[src/rtl/alu_pkg.sv]
// alu_pkg: ALU control codes shared with the ALU control decoder, and the
// state encoding of the multicycle execute-stage ALU.
package alu_pkg;

  // ALU control codes produced by the ALU control decoder.
  localparam logic [2:0] ALU_ADD = 3'b000;
  localparam logic [2:0] ALU_SUB = 3'b001;
  localparam logic [2:0] ALU_MUL = 3'b010;
  localparam logic [2:0] ALU_AND = 3'b011;
  localparam logic [2:0] ALU_OR  = 3'b100;

  typedef enum logic {
    StIdle = 1'b0,
    StMul  = 1'b1
  } alu_state_e;

  function automatic logic is_mul(input logic [2:0] ctrl);
    return ctrl == ALU_MUL;
  endfunction

endpackage

[src/rtl/alu_mul_iter.sv]
// alu_mul_iter: iterative shift-add multiplier, one partial product per cycle,
// exactly WIDTH steps (no early termination). Returns the low WIDTH bits.
//
// Ports:
//   clk_i      clock, rising edge
//   rst_i      asynchronous reset, active low
//   start_i    load operands, clear accumulator and counter, begin stepping
//   flush_i    abandon the running multiply
//   mcand_i    multiplicand (operand A)
//   mplier_i   multiplier (operand B)
//   done_o     high in the cycle whose closing edge completes the last step
//   product_o  accumulator including this cycle's step; valid when done_o
module alu_mul_iter
  import alu_pkg::*;
#(
  parameter int unsigned WIDTH = 32
) (
  input  logic             clk_i,
  input  logic             rst_i,
  input  logic             start_i,
  input  logic             flush_i,
  input  logic [WIDTH-1:0] mcand_i,
  input  logic [WIDTH-1:0] mplier_i,
  output logic             done_o,
  output logic [WIDTH-1:0] product_o
);

  localparam int unsigned CntW = $clog2(WIDTH + 1);
  localparam logic [CntW-1:0] LastStep = CntW'(WIDTH - 1);

  logic [WIDTH-1:0] mcand_q;
  logic [WIDTH-1:0] mplier_q;
  logic [WIDTH-1:0] acc_q;
  logic [WIDTH-1:0] acc_d;
  logic [CntW-1:0]  cnt_q;
  logic             run_q;
  logic             last_step;

  // Bits shifted out of the multiplicand only affect product bits >= WIDTH.
  assign acc_d     = mplier_q[0] ? (acc_q + mcand_q) : acc_q;
  assign last_step = run_q && (cnt_q == LastStep);
  assign done_o    = last_step && !flush_i;
  assign product_o = acc_d;

  always_ff @(posedge clk_i or negedge rst_i) begin
    if (!rst_i) begin
      mcand_q  <= '0;
      mplier_q <= '0;
      acc_q    <= '0;
      cnt_q    <= '0;
      run_q    <= 1'b0;
    end else if (start_i) begin
      mcand_q  <= mcand_i;
      mplier_q <= mplier_i;
      acc_q    <= '0;
      cnt_q    <= '0;
      run_q    <= 1'b1;
    end else if (run_q) begin
      if (flush_i) begin
        run_q <= 1'b0;
      end else begin
        acc_q    <= acc_d;
        mcand_q  <= mcand_q << 1;
        mplier_q <= mplier_q >> 1;
        cnt_q    <= cnt_q + CntW'(1);
        if (last_step) begin
          run_q <= 1'b0;
        end
      end
    end
  end

endmodule

[src/rtl/alu_multicycle.sv]
// alu_multicycle: execute-stage ALU. ADD/SUB/AND/OR (and undefined codes,
// which yield 0) complete at the accepting edge; MUL runs WIDTH shift-add
// steps in alu_mul_iter while busy_o stalls the pipeline.
//
// Ports:
//   clk_i      clock, rising edge
//   rst_i      asynchronous reset, active low
//   valid_i    operation request
//   ready_o    request can be accepted this cycle (idle)
//   ALUCtrl_i  op code: 000 add, 001 sub, 010 mul, 011 and, 100 or
//   data1_i    operand A (rs)
//   data2_i    operand B (rt)
//   flush_i    abort in-flight or requested op
//   data_o     result, held until the next completion
//   zero_o     data_o == 0, registered with data_o
//   valid_o    one-cycle pulse per completed op
//   busy_o     multiply in progress
module alu_multicycle
  import alu_pkg::*;
#(
  parameter int unsigned WIDTH = 32
) (
  input  logic             clk_i,
  input  logic             rst_i,
  input  logic             valid_i,
  output logic             ready_o,
  input  logic [2:0]       ALUCtrl_i,
  input  logic [WIDTH-1:0] data1_i,
  input  logic [WIDTH-1:0] data2_i,
  input  logic             flush_i,
  output logic [WIDTH-1:0] data_o,
  output logic             zero_o,
  output logic             valid_o,
  output logic             busy_o
);

  alu_state_e       state_q;
  logic [WIDTH-1:0] data_q;
  logic             zero_q;
  logic             valid_q;

  logic             accept;
  logic             mul_start;
  logic             mul_done;
  logic [WIDTH-1:0] mul_product;
  logic [WIDTH-1:0] single_res;

  assign ready_o   = (state_q == StIdle);
  assign busy_o    = (state_q == StMul);
  // Flush wins over a simultaneous request.
  assign accept    = valid_i && ready_o && !flush_i;
  assign mul_start = accept && is_mul(ALUCtrl_i);

  assign data_o  = data_q;
  assign zero_o  = zero_q;
  assign valid_o = valid_q;

  // Single-cycle datapath; undefined codes produce 0.
  always_comb begin
    single_res = '0;
    case (ALUCtrl_i)
      ALU_ADD: single_res = data1_i + data2_i;
      ALU_SUB: single_res = data1_i - data2_i;
      ALU_AND: single_res = data1_i & data2_i;
      ALU_OR:  single_res = data1_i | data2_i;
      default: single_res = '0;
    endcase
  end

  alu_mul_iter #(
    .WIDTH (WIDTH)
  ) u_mul_iter (
    .clk_i     (clk_i),
    .rst_i     (rst_i),
    .start_i   (mul_start),
    .flush_i   (flush_i),
    .mcand_i   (data1_i),
    .mplier_i  (data2_i),
    .done_o    (mul_done),
    .product_o (mul_product)
  );

  always_ff @(posedge clk_i or negedge rst_i) begin
    if (!rst_i) begin
      state_q <= StIdle;
      data_q  <= '0;
      zero_q  <= 1'b1;
      valid_q <= 1'b0;
    end else begin
      valid_q <= 1'b0;
      unique case (state_q)
        StIdle: begin
          if (accept) begin
            if (is_mul(ALUCtrl_i)) begin
              state_q <= StMul;
            end else begin
              data_q  <= single_res;
              zero_q  <= (single_res == '0);
              valid_q <= 1'b1;
            end
          end
        end
        StMul: begin
          if (flush_i) begin
            state_q <= StIdle;
          end else if (mul_done) begin
            data_q  <= mul_product;
            zero_q  <= (mul_product == '0);
            valid_q <= 1'b1;
            state_q <= StIdle;
          end
        end
        default: state_q <= StIdle;
      endcase
    end
  end

endmodule

[config.mk]
export PLATFORM = sky130hd
export DESIGN_NAME = alu_multicycle
export DESIGN_NICKNAME = d
export VERILOG_FILES = /design/src/rtl/alu_pkg.sv /design/src/rtl/alu_mul_iter.sv /design/src/rtl/alu_multicycle.sv
export SDC_FILE = /design/constraint.sdc
export NUM_CORES = 1
export LEC_CHECK = 0
export ABC_AREA = 1
export BUFFER_PORTS_ARGS = -buffer_cell sky130_fd_sc_hd__buf_2
export CAP_MARGIN = 20
export CORE_ASPECT_RATIO = 1.1
export CORE_MARGIN = 5
export CORE_UTILIZATION = 40
export CTS_CLUSTER_SIZE = 28
export DETAILED_ROUTE_END_ITERATION = 8
export HOLD_SLACK_MARGIN = 0.12
export SYNTH_ARGS = -nofsm -noshare
export SYNTH_HDL_FRONTEND = slang
export SYNTH_SLANG_ARGS = --single-unit
[constraint.sdc]
create_clock -name clk_i -period 2.6 [get_ports clk_i]
set_input_delay 0.39 -clock clk_i [delete_from_list [all_inputs] [get_ports clk_i]]
set_output_delay 0.39 -clock clk_i [all_outputs]
set_load 0.05 [all_outputs]
==> results.md <==
- Status: finished with violations
- Violations in the final reports: setup timing
- Sink Count: 138
- Area of the die: 35,500 sq um
- Critical register-to-register path endpoint: zero_o
- Count of state elements after synthesis: 138
- Netlist area before placement: 12,700 sq um
- Clock tree from TritonCTS: done
- Reg2reg start: u_mul_iter.mcand_q[0]
- Final hold slack: 0.228 ns
- Final standard cell area without fillers: 18,100 sq um
- Vias per std cell: 5.19
- Post-synthesis instance total: 2,074
- Worst slack, placed: -1.68 ns
- Total number of yosys warnings: 0
- Hold Crit Depth: 3
- CTS HTree Levels: 4
- Maximum clock path buffer count: 2
- Total gr overflow: 0
- Combined global-route utilization of all metal layers: 27.1%
- Post-synth top flop: sky130_fd_sc_hd__dfrtp_1
- Share of synthesized flip-flops with an asynchronous set or reset: 100%
- Actual transition at the worst max-transition pin: 0.998 ns
- Inserted Clock Buffers: 17
- Clock latency reported for the late side of the worst-skew pair: 0.41 ns
- Number of vias after detailed routing: 15,200
- Count of routing violations after the opening detailed-route iteration: 1,178
- Type of origin of the critical path: input pin
- Post-synth top area share: 27.0%
- Initial standard-cell utilization of the core: 40.5%
- Required @ worst endpoint: 2.96 ns
- Maximum VDD drop: 460 uV
- Final-stage net count: 2,625
- Worst hold path endpoint: u_mul_iter.mplier_q[31]
- Routability congestion estimate from global placement: 0.977
- Data arrival time of the critical path: 3.87 ns
- Switching share of power: 42.6%
- Inserted Diodes: 0
- Maximum number of pins on one net before global-route repair: 60
- Max Cap Violations: 0
- Die Ht: 197 um
- Type of destination of the critical path: flop
- Master cell of the clock root buffer: sky130_fd_sc_hd__clkbuf_16
- First-pass GRT wire length: 77.9 mm
- Kind of critical path: in2reg
- Number of enable flip-flop cells after synthesis: 0
- Slowest CP cell: sky130_fd_sc_hd__ha_1
- Start point of the worst min-delay path: data2_i[31]
- Count of pins on the block boundary: 107
- DRC Markers: 0
- PwrDens: 714 nW/um^2
- Post-route total power: 12.9 mW
- Sequential power share: 25.1%
- Area leader, netlist: sky130_fd_sc_hd__dfrtp_1
- CP Max Fanout: 4
- Number of non-filler instances in the completed layout: 2,919
- Max Transition Viols Final: 0
- Hold crit path type: in2reg
- Number of global-route vias before repair: 14,900
- Top post-synthesis cells by area: sky130_fd_sc_hd__dfrtp_1 (27%), sky130_fd_sc_hd__nand2_1 (20%), sky130_fd_sc_hd__inv_1 (11%)
- Commonest cells post-synth: sky130_fd_sc_hd__nand2_1 (674), sky130_fd_sc_hd__inv_1 (370), sky130_fd_sc_hd__nand3_1 (157)
- X dimension of the die: 180 um
- Remaining antenna violation count: 0
- Post-DP Area: 16,100 sq um
- Part of the total power dissipated in combinational logic: 54.3%
- Number of cells on the worst reg-to-reg path: 20
- Layout cell share with drive strength beyond 1: 29.7%
- Synth unique cells: 43
- Sequential fraction of the synthesis area: 27.2%
- Net load switching power: 5.50 mW
- Internal Pwr Total: 7.40 mW
- Synthesized netlist net count: 2,213
- Average footprint of a synthesized cell: 6.13 sq um
- Hold violation total from the final report: 0
- Delay of the slowest cell on the worst path: 0.36 ns
- Post-detailed-route wirelength per cell: 17.0 um
- Post-layout min period: 3.51 ns
- Port Buffer Count: 106
- Area Growth Syn to Fin: 42.2%
- Core Rows: 68
- Clk slew on worst S/H paths: 0.06 ns
- Most Frequent Cell on Critical Path: sky130_fd_sc_hd__nand2_1
- # placed instances: 2,858
- Tcrit/Tclk final: 135%
- Unrepaired setup endpoints after global routing: true
- Peak Freq: 285 MHz
- Final Worst Setup Slack: -0.910 ns
- Dominant cell by count in the synthesized netlist: sky130_fd_sc_hd__nand2_1
- Total length of routed wires: 49.7 mm
- Final setup violation count: 24
- Filler Cell Count: 3,102
- Static leakage: 9.69 nW
- Antenna violations before repair: 0
- Post-DP HPWL: 39.5 mm
- Detailed Routing Iterations Pass 1: 6
- Worst-case register-to-register setup slack: -0.07 ns
- Portion of total power attributed to the clock network: 20.5%
- Relative slew slack: 33.4%
- Core area: 31,400 sq um
- Worst Skew: 0.00584 ns
## cell usage in the layout (no fill, tap or decap), types with 70 or more instances in the layout
cell type,count
sky130_fd_sc_hd__dfrtp_1,137
sky130_fd_sc_hd__nand2_1,596
sky130_fd_sc_hd__nand2_2,71
sky130_fd_sc_hd__nor2_1,110
sky130_fd_sc_hd__o21ai_0,70
sky130_fd_sc_hd__a21oi_1,76
sky130_fd_sc_hd__nand3_1,126
sky130_fd_sc_hd__buf_4,323
sky130_fd_sc_hd__inv_1,344
sky130_fd_sc_hd__buf_2,100
## registers in the layout, summed over array words and instances (netlist names)
register	cells
u_mul_iter.mcand_q	32
busy_o	1
u_mul_iter.cnt_q	6
data_o	32
u_mul_iter.run_q	1
u_mul_iter.acc_q	32
u_mul_iter.mplier_q	32
zero_o	1
valid_o	1
## critical path: cells and delay by family
kind / cells / cell delay, ns
fa+ha+maj: 2 / 0.50
simple gates: 20 / 2.22
compound gates: 1 / 0.11
buf+inv: 5 / 0.48
xor+xnor: 1 / 0.15
## worst max path at each step
stage | depth (start not counted) | to | startpoint
2_1_floorplan | 30 | zero_o | data2_i[1]
3_3_place_gp | 30 | zero_o | data2_i[1]
3_5_place_dp | 30 | zero_o | data2_i[1]
4_1_cts | 30 | zero_o | data2_i[1]
5_1_grt | 29 | zero_o | data2_i[1]
6_report | 29 | zero_o | data2_i[1]
## power groups by stage
stage,Combinational [mW],Clock (mW),Sequential (mW)
after global placement,6.32,0,3.21
after CTS,6.65,2.66,3.19
after detailed placement,6.40,0,3.21
after floorplan,3.56,0,3.44
after global routing,7.76,2.76,3.32
final,7.01,2.65,3.24
## what timing repair did
item,4_1_cts,5_1_grt
pin swaps,74,50
setup buffers,20,10
endpoints found under the hold margin,41,0
hold buffers,1,0
endpoints found under the setup margin,24,33
resized for setup,144,149
## metal layers
| layer | global-route usage, % | share of wire, % | vias to the layer above |
|---|---|---|---|
| li1 | - | - | 7503 |
| met1 | 36.3 | 45 | 7144 |
| met2 | 46.8 | 48 | 433 |
| met3 | 2.20 | 4.3 | 82 |
| met4 | 8.44 | 2.7 | 0 |
| met5 | 0 | 0 | - |
## per-stage QoR
step / TNS (ns) / util [%]
3_5_place_dp: -31.12 / 51.3
4_1_cts: -12.35 / 55.5
3_3_place_gp: -29.50 / 51.3
6_report: -14.24 / 57.6
2_1_floorplan: -8.08 / -
5_1_grt: -18.39 / 57.6
## cell families (layout without fill, tap and decap cells)
| kind of cell | Yosys count | count (layout) | share of synthesized area (%) |
|---|---|---|---|
| XOR/XNOR | 33 | 33 | 2.27 |
| flip-flops | 138 | 138 | 27.2 |
| AO/OA/AOI/OAI | 325 | 325 | 15.2 |
| AND/OR/NAND/NOR | 1075 | 1075 | 35.4 |
| buffers and inverters | 435 | 860 | 13.2 |
| adder cells (fa/ha/maj) | 68 | 68 | 6.81 |
## area by class of cell
class	instances	area, sq um	share of cell area (%)
clock inverters	8	165	0.914
clock buffers	24	472	2.61
repair buffers	449	3270	18.1
well taps	420	526	2.91
multi-input cells	1501	8730	48.3
inverters	379	1460	8.06
flip-flops and latches	138	3450	19.1
No activity file was read; power rests on OpenSTA's default activity.
